File: src/rtl/bus_write_sequencer_if.sv
// Core-to-bus write interface: request/capture side plus external bus pins.
// The sequencer uses the slave modport; the requesting core uses master.
interface bus_write_sequencer_if #(
  parameter int WIDTH  = 8,
  parameter int AWIDTH = 16
);
  logic              wr_req;
  logic [AWIDTH-1:0] wr_addr;
  logic [WIDTH-1:0]  wr_data;
  logic              wr_ready;
  logic              done;
  logic [AWIDTH-1:0] addr_out;
  logic [WIDTH-1:0]  data_out;
  logic              data_oe;
  logic              rw;

  modport master (
    output wr_req, wr_addr, wr_data,
    input  wr_ready, done, addr_out, data_out, data_oe, rw
  );

  modport slave (
    input  wr_req, wr_addr, wr_data,
    output wr_ready, done, addr_out, data_out, data_oe, rw
  );
endinterface

File: src/rtl/bus_write_sequencer.sv
// Sequences one external-bus write: address setup, data drive, data hold.
// Address and data are captured on acceptance and held until the next write.
module bus_write_sequencer #(
  parameter int WIDTH        = 8,
  parameter int AWIDTH       = 16,
  parameter int ADDR_CYCLES  = 1,
  parameter int DRIVE_CYCLES = 2,
  parameter int HOLD_CYCLES  = 1
) (
  input  logic                  clk,
  input  logic                  reset_n,
  bus_write_sequencer_if.slave  bus
);

  if (ADDR_CYCLES < 1) begin : g_bad_addr_cycles
    $error("ADDR_CYCLES must be at least 1");
  end
  if (DRIVE_CYCLES < 1) begin : g_bad_drive_cycles
    $error("DRIVE_CYCLES must be at least 1");
  end
  if (HOLD_CYCLES < 0) begin : g_bad_hold_cycles
    $error("HOLD_CYCLES must not be negative");
  end

  // Counter counts down from phase length minus one, so it never needs MAXC itself.
  localparam int          MAX_AD = (ADDR_CYCLES > DRIVE_CYCLES) ? ADDR_CYCLES : DRIVE_CYCLES;
  localparam int          MAXC   = (MAX_AD > HOLD_CYCLES) ? MAX_AD : HOLD_CYCLES;
  localparam int unsigned CW     = (MAXC > 1) ? $clog2(MAXC) : 1;

  typedef enum logic [1:0] {
    IDLE,
    ADDR,
    DRIVE,
    HOLD
  } state_e;

  state_e            state_q, state_d;
  logic [CW-1:0]     cnt_q, cnt_d;
  logic [AWIDTH-1:0] addr_q, addr_d;
  logic [WIDTH-1:0]  data_q, data_d;
  logic              done_q, done_d;

  always_ff @(posedge clk) begin
    if (!reset_n) begin
      state_q <= IDLE;
      cnt_q   <= '0;
      addr_q  <= '0;
      data_q  <= '0;
      done_q  <= 1'b0;
    end else begin
      state_q <= state_d;
      cnt_q   <= cnt_d;
      addr_q  <= addr_d;
      data_q  <= data_d;
      done_q  <= done_d;
    end
  end

  always_comb begin
    state_d = state_q;
    cnt_d   = cnt_q;
    addr_d  = addr_q;
    data_d  = data_q;
    done_d  = 1'b0;
    unique case (state_q)
      IDLE: begin
        if (bus.wr_req) begin
          state_d = ADDR;
          cnt_d   = CW'(ADDR_CYCLES - 1);
          addr_d  = bus.wr_addr;
          data_d  = bus.wr_data;
        end
      end
      ADDR: begin
        if (cnt_q == '0) begin
          state_d = DRIVE;
          cnt_d   = CW'(DRIVE_CYCLES - 1);
        end else begin
          cnt_d = cnt_q - CW'(1);
        end
      end
      DRIVE: begin
        if (cnt_q != '0) begin
          cnt_d = cnt_q - CW'(1);
        end else if (HOLD_CYCLES > 0) begin
          state_d = HOLD;
          cnt_d   = CW'(HOLD_CYCLES - 1);
        end else begin
          state_d = IDLE;
          done_d  = 1'b1;
        end
      end
      HOLD: begin
        if (cnt_q == '0) begin
          state_d = IDLE;
          done_d  = 1'b1;
        end else begin
          cnt_d = cnt_q - CW'(1);
        end
      end
      default: state_d = IDLE;
    endcase
  end

  // Bus controls decode from the state register only; wr_req never reaches an output.
  assign bus.wr_ready = (state_q == IDLE);
  assign bus.rw       = !((state_q == ADDR) || (state_q == DRIVE));
  assign bus.data_oe  = (state_q == DRIVE) || (state_q == HOLD);
  assign bus.done     = done_q;
  assign bus.addr_out = addr_q;
  assign bus.data_out = data_q;

endmodule
File: src/flat_wrapper.sv
// flat-port wrapper written by rule: the top's interface ports become plain ports
module bus_write_sequencer_flat 
#(
  parameter int WIDTH        = 8,
  parameter int AWIDTH       = 16,
  parameter int ADDR_CYCLES  = 1,
  parameter int DRIVE_CYCLES = 2,
  parameter int HOLD_CYCLES  = 1
)
  (clk, reset_n, bus_wr_req, bus_wr_addr, bus_wr_data, bus_wr_ready, bus_done, bus_addr_out, bus_data_out, bus_data_oe, bus_rw);
  bus_write_sequencer_if #(.WIDTH(WIDTH), .AWIDTH(AWIDTH)) bus_i ();
  input  logic clk;
  input  logic reset_n;
  input wire logic [$bits(bus_i.wr_req)-1:0] bus_wr_req;
  input wire logic [$bits(bus_i.wr_addr)-1:0] bus_wr_addr;
  input wire logic [$bits(bus_i.wr_data)-1:0] bus_wr_data;
  output wire logic [$bits(bus_i.wr_ready)-1:0] bus_wr_ready;
  output wire logic [$bits(bus_i.done)-1:0] bus_done;
  output wire logic [$bits(bus_i.addr_out)-1:0] bus_addr_out;
  output wire logic [$bits(bus_i.data_out)-1:0] bus_data_out;
  output wire logic [$bits(bus_i.data_oe)-1:0] bus_data_oe;
  output wire logic [$bits(bus_i.rw)-1:0] bus_rw;
  assign bus_i.wr_req = bus_wr_req;
  assign bus_i.wr_addr = bus_wr_addr;
  assign bus_i.wr_data = bus_wr_data;
  assign bus_wr_ready = bus_i.wr_ready;
  assign bus_done = bus_i.done;
  assign bus_addr_out = bus_i.addr_out;
  assign bus_data_out = bus_i.data_out;
  assign bus_data_oe = bus_i.data_oe;
  assign bus_rw = bus_i.rw;
  bus_write_sequencer #(.WIDTH(WIDTH), .AWIDTH(AWIDTH), .ADDR_CYCLES(ADDR_CYCLES), .DRIVE_CYCLES(DRIVE_CYCLES), .HOLD_CYCLES(HOLD_CYCLES)) u_core (.clk(clk), .reset_n(reset_n), .bus(bus_i));
endmodule
File: config.mk
export PLATFORM = sky130hd
export DESIGN_NAME = bus_write_sequencer_flat
export DESIGN_NICKNAME = d
export VERILOG_FILES = /design/src/rtl/bus_write_sequencer_if.sv /design/src/rtl/bus_write_sequencer.sv /design/src/flat_wrapper.sv
export SDC_FILE = /design/constraint.sdc
export NUM_CORES = 1
export LEC_CHECK = 0
export CAP_MARGIN = 5
export CORE_MARGIN = 1
export CORE_UTILIZATION = 36
export CTS_CLUSTER_DIAMETER = 60
export CTS_CLUSTER_SIZE = 20
export DETAILED_ROUTE_END_ITERATION = 8
export GPL_ROUTABILITY_DRIVEN = 0
export MAX_ROUTING_LAYER = met4
export PLACE_DENSITY = 0.85
export RECOVER_POWER = 100
export SETUP_SLACK_MARGIN = 0.02
export SLEW_MARGIN = 20
export SYNTH_ARGS = -nofsm -noshare
export SYNTH_HDL_FRONTEND = slang
export SYNTH_SLANG_ARGS = --single-unit
export TNS_END_PERCENT = 5
File: constraint.sdc
create_clock -name clk -period 1.5 [get_ports clk]
set_input_delay 0.15 -clock clk [delete_from_list [all_inputs] [get_ports clk]]
set_output_delay 0.15 -clock clk [all_outputs]
set_load 0.005 [all_outputs]
==> impl_metrics.env, run 1 <==
export IMPL_status="finished, violations left"
export IMPL_violations="setup timing"
export IMPL_grt_pass1_wl_um=4010
export IMPL_first_pass_iters=4
export IMPL_p_leak_nw=0.760
export IMPL_cts_buffers=3
export IMPL_crit_cells=6
export IMPL_finalCriticalPeriod_ns=1.52
export IMPL_final_cell_area_mm2=0.00183
export IMPL_finalWorstSetupSlack_ns=-0.0240
export IMPL_drt_iter0_markers=44
export IMPL_instances_no_fill=234
export IMPL_synthDistinctLibCells=20
export IMPL_fp_dieW_um=58.4
export IMPL_cp_start_kind="register"
export IMPL_slew_violations=0
export IMPL_r2r_end="u_core.state_q[0]$_SDFFE_PN0P_"
export IMPL_vias=1015
export IMPL_vias_per_cell=4.34
export IMPL_syn_nets=163
export IMPL_path_cells="buf_4 > buf_4 > ha_4 > or3_4 > a21oi_4 > mux2i_1"
export IMPL_drv_cap=0
export IMPL_rows=20
export IMPL_io_buffer_count=54
export IMPL_drc=0
export IMPL_ios=55
export IMPL_path_class="register to register"
export IMPL_grt_max_degree=25
export IMPL_dpl_cell_count=228
export IMPL_hold_violations=0
export IMPL_overflow=0
export IMPL_dpl_hpwl_um=1720
export IMPL_cts_max_level=1
export IMPL_crit_required_ns=1.75
export IMPL_power_mw=2.62
export IMPL_die_y_um=58.4
export IMPL_max_stage_delay_ns=0.35
export IMPL_relSlewSlack=0.813
export IMPL_path_clk_slew_ns=0.15
export IMPL_r2r_start="u_core.state_q[0]$_SDFFE_PN0P_"
export IMPL_insertion_delay_ns=0.31
export IMPL_r2r_cells=6
export IMPL_whs_ns=0.361
export IMPL_postRouteAntennaNets=0
export IMPL_coreArea_mm2=0.00303
export IMPL_setup_worst_path_end_class="register"
export IMPL_wl_per_cell_um=10.4
export IMPL_powerDensity_mw_per_mm2=1430
export IMPL_grt_antenna_before_repair=0
export IMPL_ys_ff_latch=28
export IMPL_cp_data_arrival_time_ns=1.77
export IMPL_grt_pass1_vias=945
export IMPL_cp_max_fo=2
export IMPL_fillCellCount=291
export IMPL_startpoint="u_core.state_q[0]$_SDFFE_PN0P_"
export IMPL_final_common_cell="nand2_1"
export IMPL_clockBufferDepth=2
export IMPL_endpoint="u_core.state_q[0]$_SDFFE_PN0P_"
export IMPL_synthCells=132
export IMPL_yosys_warnings=0
export IMPL_rsz0062_at_grt="yes"
export IMPL_postPlaceCellArea_mm2=0.00175
export IMPL_cts_num_sinks=28
export IMPL_root_buffer="clkbuf_4"
export IMPL_grt_total_usage=0.153
export IMPL_final_cell_mix="nand2_1, clkdlybuf4s50_1, dfxtp_1"
export IMPL_fin_worst_skew_ns=0.00454
export IMPL_ir_worst_vdd_mv=0.912
export IMPL_start_util=0.379
export IMPL_crit_buf_inv=2
export IMPL_hold_path_class="primary input to register"
export IMPL_critical_path_top_delay_family="flip-flops"
export IMPL_period_share=1.02
export IMPL_final_net_count=222
export IMPL_crit_top_cell="buf_4"
export IMPL_setup_viol=3
export IMPL_layout_drive_gt1_share=0.126
export IMPL_syn_area_mm2=0.00115
export IMPL_die_area_mm2=0.00341
export IMPL_routed_wl_um=2430
export IMPL_ff2ff_setup_slack_ns=-0.02
export IMPL_clock_fmax_mhz=656
export IMPL_area_growth_pct=59.6
export IMPL_num_antenna_cells=0
export IMPL_syn_avg_cell_area_um2=8.68
export IMPL_seq_area_frac_synth=0.489
export IMPL_tritoncts="yes"
export IMPL_postCtsHoldBufs=0
export IMPL_slowest_stage="dfxtp_2"
export IMPL_worst_pin_slew_ns=0.280
-- worst reg2reg max path, delay by kind of cell, from the launching register on --
| family | cells | cell delay (ns) |
|---|---|---|
| buffers and inverters | 2 | 0.27 |
| muxes | 1 | 0.20 |
| DFF | 1 | 0.35 |
| AOI/OAI and AO/OA | 1 | 0.16 |
| and+or+nand+nor | 1 | 0.34 |
| adders and majority gates | 1 | 0.15 |
-- where the power goes --
| group | switching [mW] | internal [mW] |
|---|---|---|
| sequential | 0.0828 | 0.905 |
| clock | 0.208 | 0.270 |
| combinational | 0.525 | 0.630 |
-- timing repair --
action | in CTS | in global routing
cloned | 0 | 0
setup endpoints to repair | 5 | 5
setup buffers | 2 | 0
pin swaps | 2 | 1
resized for setup | 10 | 5
hold endpoints to repair | 0 | 0
-- cell type report --
type                            count  area, µm²  share of cell area
Clock inverter                      1       30.0              0.0164
Sequential cell                    28        563               0.308
Multi-Input combinational cell     93        553               0.302
Inverter                            3       11.3             0.00616
Timing Repair Buffer               62        594               0.325
Clock buffer                        3       22.5              0.0123
Tap cell                           44       55.1              0.0301
-- synthesized netlist by cell type --
| library cell | instances | share of area |
|---|---|---|
| and2_1 | 1 | 0.0055 |
| or2_2 | 1 | 0.0055 |
| a21oi_1 | 1 | 0.0044 |
| buf_4 | 1 | 0.0066 |
| or3_4 | 1 | 0.0098 |
| nor2b_1 | 2 | 0.011 |
| a21boi_0 | 13 | 0.085 |
| nor2_1 | 1 | 0.0033 |
| inv_1 | 3 | 0.0098 |
| a21boi_1 | 11 | 0.072 |
| mux2i_1 | 2 | 0.017 |
| clkbuf_1 | 3 | 0.0098 |
| o21ai_0 | 1 | 0.0044 |
| a21oi_4 | 1 | 0.014 |
| buf_6 | 2 | 0.020 |
| ha_1 | 4 | 0.044 |
| buf_2 | 2 | 0.0087 |
| dfxtp_1 | 28 | 0.49 |
| nand2_1 | 53 | 0.17 |
| nor3b_1 | 1 | 0.0066 |
-- how the worst min path moves through the flow --
stage | start | cells after the start | endpoint | slack, ns
global placement | u_core.bus.addr_out[12]$_SDFFE_PN0P_ | 2 | u_core.bus.addr_out[12]$_SDFFE_PN0P_ | 0.44
CTS | bus_wr_addr[10] | 3 | u_core.bus.addr_out[10]$_SDFFE_PN0P_ | 0.35
global route | bus_wr_addr[6] | 3 | u_core.bus.addr_out[6]$_SDFFE_PN0P_ | 0.34
detailed placement | u_core.bus.addr_out[10]$_SDFFE_PN0P_ | 2 | u_core.bus.addr_out[10]$_SDFFE_PN0P_ | 0.45
floorplan | bus_wr_addr[0] | 2 | u_core.bus.addr_out[0]$_SDFFE_PN0P_ | 0.28
finish | bus_wr_addr[1] | 3 | u_core.bus.addr_out[1]$_SDFFE_PN0P_ | 0.36
-- logic make-up after synthesis --
| family | after synthesis | synth area share |
|---|---|---|
| and+or+nand+nor | 60 | 0.215 |
| DFF | 28 | 0.489 |
| AOI/OAI and AO/OA | 27 | 0.180 |
| buffers and inverters | 11 | 0.0546 |
| adders and majority gates | 4 | 0.0437 |
| muxes | 2 | 0.0175 |
-- per-layer routing --
metal,up-vias,track usage,wire [µm]
li1,535,-,-
met1,447,0.173,1060
met2,31,0.278,1200
met3,2,0.0308,153
met4,0,0.0374,12
met5,-,-,0
-- stage by stage --
| step | setup slack [ns] | TNS [ns] | util |
|---|---|---|---|
| after floorplan | 0.103 | 0 | - |
| after global placement | 0.00885 | 0 | 0.577 |
| after detailed placement | -0.0106 | -0.0106 | 0.577 |
| after CTS | -0.105 | -0.322 | 0.607 |
| after global routing | -0.0740 | -0.188 | 0.604 |
| final | -0.0240 | -0.0468 | 0.604 |
-- sequential cells by signal, indices dropped and copies added, names as in the netlist --
register,count
u_core.bus.addr_out,16
u_core.bus.data_out,8
u_core.bus.done,1
u_core.cnt_q,1
u_core.state_q,2
No activity file was read; power rests on OpenSTA's default activity.
==> run 2: changes to the inputs <==
--- a/config.mk
+++ b/config.mk
@@ -6,6 +6,7 @@
 export NUM_CORES = 1
 export LEC_CHECK = 0
 export CAP_MARGIN = 5
+export CORE_ASPECT_RATIO = 1.1
 export CORE_MARGIN = 1
 export CORE_UTILIZATION = 36
 export CTS_CLUSTER_DIAMETER = 60
==> impl_metrics.env, run 2 (synthesis results as in run 1) <==
export IMPL_cts_buffers=3
export IMPL_ir_worst_vdd_mv=1.10
export IMPL_cts_num_sinks=28
export IMPL_grt_total_usage=0.154
export IMPL_overflow=0
export IMPL_final_cell_area_mm2=0.00183
export IMPL_final_net_count=225
export IMPL_period_share=1.01
export IMPL_r2r_start="u_core.state_q[0]$_SDFFE_PN0P_"
export IMPL_ios=55
export IMPL_worst_pin_slew_ns=0.291
export IMPL_r2r_cells=6
export IMPL_num_antenna_cells=0
export IMPL_holdPathStages=3
export IMPL_start_util=0.376
export IMPL_clock_fmax_mhz=658
export IMPL_postPlaceCellArea_mm2=0.00173
export IMPL_fp_dieW_um=55.8
export IMPL_violations="setup timing"
export IMPL_cp_start_kind="register"
export IMPL_cts_max_level=1
export IMPL_worstHoldStart="bus_wr_addr[12]"
export IMPL_largest_register_ffs=16
export IMPL_wl_per_cell_um=10.8
export IMPL_area_growth_pct=59.4
export IMPL_postRouteAntennaNets=0
export IMPL_rows=21
export IMPL_finalCriticalPeriod_ns=1.52
export IMPL_coreArea_mm2=0.00305
export IMPL_powerDensity_mw_per_mm2=1430
export IMPL_slew_violations=0
export IMPL_cp_max_fo=2
export IMPL_crit_required_ns=1.76
export IMPL_rsz0062_at_grt="yes"
export IMPL_tritoncts="yes"
export IMPL_first_pass_iters=3
export IMPL_vias=1034
export IMPL_layout_drive_gt1_share=0.140
export IMPL_final_common_cell="nand2_1"
export IMPL_dpl_hpwl_um=1790
export IMPL_grt_pass1_vias=934
export IMPL_drt_iter0_markers=23
export IMPL_setup_worst_path_end_class="register"
export IMPL_routed_wl_um=2440
export IMPL_grt_antenna_before_repair=0
export IMPL_setup_viol=3
export IMPL_p_leak_nw=0.713
export IMPL_path_clk_slew_ns=0.15
export IMPL_finalWorstSetupSlack_ns=-0.0208
export IMPL_fin_worst_skew_ns=0.00598
export IMPL_vias_per_cell=4.56
export IMPL_die_area_mm2=0.00341
export IMPL_final_cell_mix="nand2_1, clkdlybuf4s50_1, dfxtp_1"
export IMPL_tns_ns=-0.0550
export IMPL_grt_pass1_wl_um=4020
export IMPL_final_core_util=0.599
export IMPL_grt_max_degree=17
export IMPL_path_class="register to register"
export IMPL_cp_data_arrival_time_ns=1.78
export IMPL_ff2ff_setup_slack_ns=-0.02
export IMPL_relSlewSlack=0.805
export IMPL_hold_path_class="primary input to register"
export IMPL_drc=0
export IMPL_insertion_delay_ns=0.32
export IMPL_io_buffer_count=54
export IMPL_r2r_end="u_core.state_q[0]$_SDFFE_PN0P_"
export IMPL_clockBufferDepth=2
export IMPL_whs_ns=0.355
export IMPL_die_y_um=61.2
export IMPL_hold_violations=0
export IMPL_root_buffer="clkbuf_4"
export IMPL_drv_cap=0
export IMPL_status="finished, violations left"
export IMPL_holdPathEnd="u_core.bus.addr_out[12]$_SDFFE_PN0P_"
run 2: worst max-delay path by stage:
stage | cells past startpoint | startpoint | slack, ns | endpoint
6_report | 6 | u_core.state_q[0]$_SDFFE_PN0P_ | -0.02 | u_core.state_q[0]$_SDFFE_PN0P_
5_1_grt | 6 | u_core.state_q[0]$_SDFFE_PN0P_ | -0.1 | u_core.state_q[1]$_SDFFE_PN0P_
4_1_cts | 4 | u_core.state_q[1]$_SDFFE_PN0P_ | -0.12 | bus_data_oe
3_5_place_dp | 4 | u_core.state_q[0]$_SDFFE_PN0P_ | -0.02 | bus_data_oe
3_3_place_gp | 4 | u_core.state_q[0]$_SDFFE_PN0P_ | 0.02 | bus_data_oe
2_1_floorplan | 5 | u_core.state_q[0]$_SDFFE_PN0P_ | 0.10 | u_core.state_q[0]$_SDFFE_PN0P_
run 2: critical path, cell delays in order (launching register included):
cell and delay (ns):
dfxtp_2 0.35, buf_4 0.13, buf_4 0.13, ha_2 0.18, or3_4 0.33, a21oi_4 0.15
mux2i_1 0.19
run 2: final cells by class:
class,instances,area (µm²)
clock buffers,4,36.3
inverters,3,11.3
fillers,278,1220
multi-input cells,93,553
flip-flops and latches,28,563
repair buffers,65,621
well taps,34,42.5
run 2: metrics by stage:
step | setup WS, ns | instances | power [mW]
finish | -0.0208 | 227 | 2.61
global route | -0.0952 | 227 | 2.81
CTS | -0.121 | 225 | 2.58
detailed placement | -0.0206 | 219 | 2.15
global placement | 0.0154 | 219 | 2.13
floorplan | 0.103 | 132 | 1.60
run 2: report_power, final:
group,total [mW],leakage [nW],switching [mW],internal [mW]
Clock,0.360,0.0210,0.212,0.148
Combinational,1.26,0.461,0.531,0.729
Sequential,0.989,0.230,0.0842,0.905
run 2: per-layer routing:
layer  track usage  share of wire  up-vias
li1              -              -      539
met1         0.171           0.45      463
met2         0.286           0.50       30
met3        0.0231          0.050        2
met4        0.0536         0.0057        0
met5             -              0        -
run 2: repair_timing:
item	in CTS	in global routing
pin swaps	2	1
gates cloned	0	0
hold buffers	0	0
buffers inserted	2	2
gates resized for setup	10	6
endpoints found under the setup margin	5	5
==> run 3: changes to the inputs <==
--- a/config.mk
+++ b/config.mk
@@ -7,10 +7,9 @@
 export LEC_CHECK = 0
 export CAP_MARGIN = 5
 export CORE_ASPECT_RATIO = 1.1
-export CORE_MARGIN = 1
+export CORE_MARGIN = 1.5
 export CORE_UTILIZATION = 36
 export CTS_CLUSTER_DIAMETER = 60
-export CTS_CLUSTER_SIZE = 20
 export DETAILED_ROUTE_END_ITERATION = 8
 export GPL_ROUTABILITY_DRIVEN = 0
 export MAX_ROUTING_LAYER = met4
==> impl_metrics.env, run 3 (synthesis results as in run 1) <==
export IMPL_p_clk_frac=0.180
export IMPL_vias_per_cell=4.61
export IMPL_postRouteAntennaNets=0
export IMPL_grt_antenna_before_repair=0
export IMPL_clock_fmax_mhz=623
export IMPL_io_buffer_count=54
export IMPL_start_util=0.376
export IMPL_startpoint="u_core.state_q[0]$_SDFFE_PN0P_"
export IMPL_insertion_delay_ns=0.32
export IMPL_r2r_start="u_core.state_q[0]$_SDFFE_PN0P_"
export IMPL_grt_total_usage=0.148
export IMPL_first_pass_iters=4
export IMPL_final_common_cell="nand2_1"
export IMPL_place_worst_setup_slack_ns=-0.0401
export IMPL_hold_violations=0
export IMPL_num_antenna_cells=0
export IMPL_powerDensity_mw_per_mm2=1450
export IMPL_setup_viol=3
export IMPL_fin_worst_skew_ns=0.0114
export IMPL_drt_iter0_markers=25
export IMPL_wl_per_cell_um=11.6
export IMPL_area_growth_pct=61.0
export IMPL_cp_start_kind="register"
export IMPL_relSlewSlack=0.795
export IMPL_p_int_mw=1.83
export IMPL_switchingPower_uw=847
export IMPL_vias=1023
export IMPL_cp_max_fo=2
export IMPL_root_buffer="clkbuf_4"
export IMPL_cts_buffers=3
export IMPL_r2r_end="u_core.state_q[0]$_SDFFE_PN0P_"
export IMPL_dpl_hpwl_um=1690
export IMPL_p_sw_frac=0.316
export IMPL_power_share_sequential=0.366
export IMPL_fp_dieW_um=56.8
export IMPL_ir_worst_vdd_mv=1.14
export IMPL_grt_pass1_vias=980
export IMPL_holdPathStages=3
export IMPL_slew_violations=0
export IMPL_p_comb_frac=0.454
export IMPL_endpoint="u_core.state_q[0]$_SDFFE_PN0P_"
export IMPL_ios=55
export IMPL_status="finished, violations left"
export IMPL_cp_data_arrival_time_ns=1.84
export IMPL_drc=0
export IMPL_setup_worst_path_end_class="register"
export IMPL_grt_pass1_wl_um=4140
export IMPL_crit_required_ns=1.74
export IMPL_drv_cap=0
export IMPL_instances_no_fill=222
export IMPL_postCtsHoldBufs=0
export IMPL_die_y_um=62.2
export IMPL_final_cell_mix="nand2_1, dfxtp_1, clkdlybuf4s50_1"
export IMPL_finalCriticalPeriod_ns=1.60
export IMPL_fillCellCount=274
export IMPL_grt_max_degree=31
export IMPL_r2r_cells=6
export IMPL_p_leak_nw=0.779
export IMPL_finalWorstSetupSlack_ns=-0.104
export IMPL_hold_path_class="primary input to register"
export IMPL_die_area_mm2=0.00353
export IMPL_routed_wl_um=2570
export IMPL_coreArea_mm2=0.00305
export IMPL_rsz0062_at_grt="yes"
export IMPL_rows=21
export IMPL_clockBufferDepth=2
export IMPL_overflow=0
export IMPL_violations="setup timing"
export IMPL_dpl_cell_count=215
export IMPL_cts_max_level=1
export IMPL_largest_register_ffs=16
export IMPL_layout_drive_gt1_share=0.106
export IMPL_worst_pin_slew_ns=0.308
export IMPL_period_share=1.07
export IMPL_tritoncts="yes"
export IMPL_path_class="register to register"
export IMPL_ff2ff_setup_slack_ns=-0.10
export IMPL_path_clk_slew_ns=0.15
export IMPL_cts_num_sinks=28
export IMPL_final_net_count=220
==> run 3: changes by cell type in the layout (fill, tap and decap cells not counted), moves of 2 or more <==
cell,before,now
buf_12,0,2
buf_4,11,1
buf_6,0,2
clkdlybuf4s50_1,51,26
dlygate4sd3_1,0,25
==> run 3: routing by layer <==
metal | vias up | wire, µm | part of all wire | global-route usage
met5 | - | 0 | 0 | -
met4 | 0 | 14 | 0.0055 | 0.0436
met3 | 2 | 133 | 0.052 | 0.0208
met2 | 31 | 1340 | 0.52 | 0.260
met1 | 457 | 1080 | 0.42 | 0.174
li1 | 533 | - | - | -
==> run 3: worst max-delay path, cell delays in order, from the launching register on <==
cell     delay [ns]
dfxtp_2        0.36
buf_6          0.12
buf_6          0.11
ha_4           0.14
or3_4          0.39
a21oi_4        0.18
mux2i_1        0.22
==> run 3: power by group through the flow <==
stage          combinational, mW  sequential [mW]  clock [mW]
2_1_floorplan              0.589             1.01           0
3_3_place_gp                1.14             1.00           0
3_5_place_dp                1.16             1.01           0
4_1_cts                     1.26            0.990       0.500
5_1_grt                     1.34             1.00       0.533
6_report                    1.22            0.982       0.481
==> run 3: timing repair <==
| item | in CTS | in global routing |
|---|---|---|
| buffers inserted | 3 | 0 |
| resized for setup | 11 | 7 |
| setup endpoints to repair | 6 | 5 |
| cloned | 0 | 0 |
| pin swaps | 2 | 3 |
==> run 3: final cells by class <==
type	count	area [µm²]	share of cell area
Clock inverter	1	30.0	0.0163
Clock buffer	3	22.5	0.0122
Tap cell	34	42.5	0.0231
Multi-Input combinational cell	93	563	0.305
Inverter	3	11.3	0.00610
Timing Repair Buffer	60	614	0.333
Sequential cell	28	562	0.304
==> run 3: how the worst min path moves through the flow <==
stage / start / end / slack [ns]
finish: bus_wr_addr[6] / u_core.bus.addr_out[6]$_SDFFE_PN0P_ / 0.35
global route: bus_wr_addr[4] / u_core.bus.addr_out[4]$_SDFFE_PN0P_ / 0.33
CTS: bus_wr_addr[6] / u_core.bus.addr_out[6]$_SDFFE_PN0P_ / 0.33
detailed placement: u_core.bus.addr_out[11]$_SDFFE_PN0P_ / u_core.bus.addr_out[11]$_SDFFE_PN0P_ / 0.45
global placement: u_core.bus.addr_out[11]$_SDFFE_PN0P_ / u_core.bus.addr_out[11]$_SDFFE_PN0P_ / 0.44
floorplan: bus_wr_addr[0] / u_core.bus.addr_out[0]$_SDFFE_PN0P_ / 0.28
==> run 3: through the flow <==
stage	TNS [ns]	power [mW]	instance area, µm²	hold WS (ns)	utilization
final	-0.183	2.68	1850	0.350	0.606
after detailed placement	-0.0551	2.17	1740	0.445	0.570
after floorplan	0	1.60	1150	0.285	-
after CTS	-0.347	2.75	1830	0.334	0.602
after global placement	-0.0159	2.15	1740	0.441	0.570
after global routing	-0.900	2.87	1850	0.334	0.606
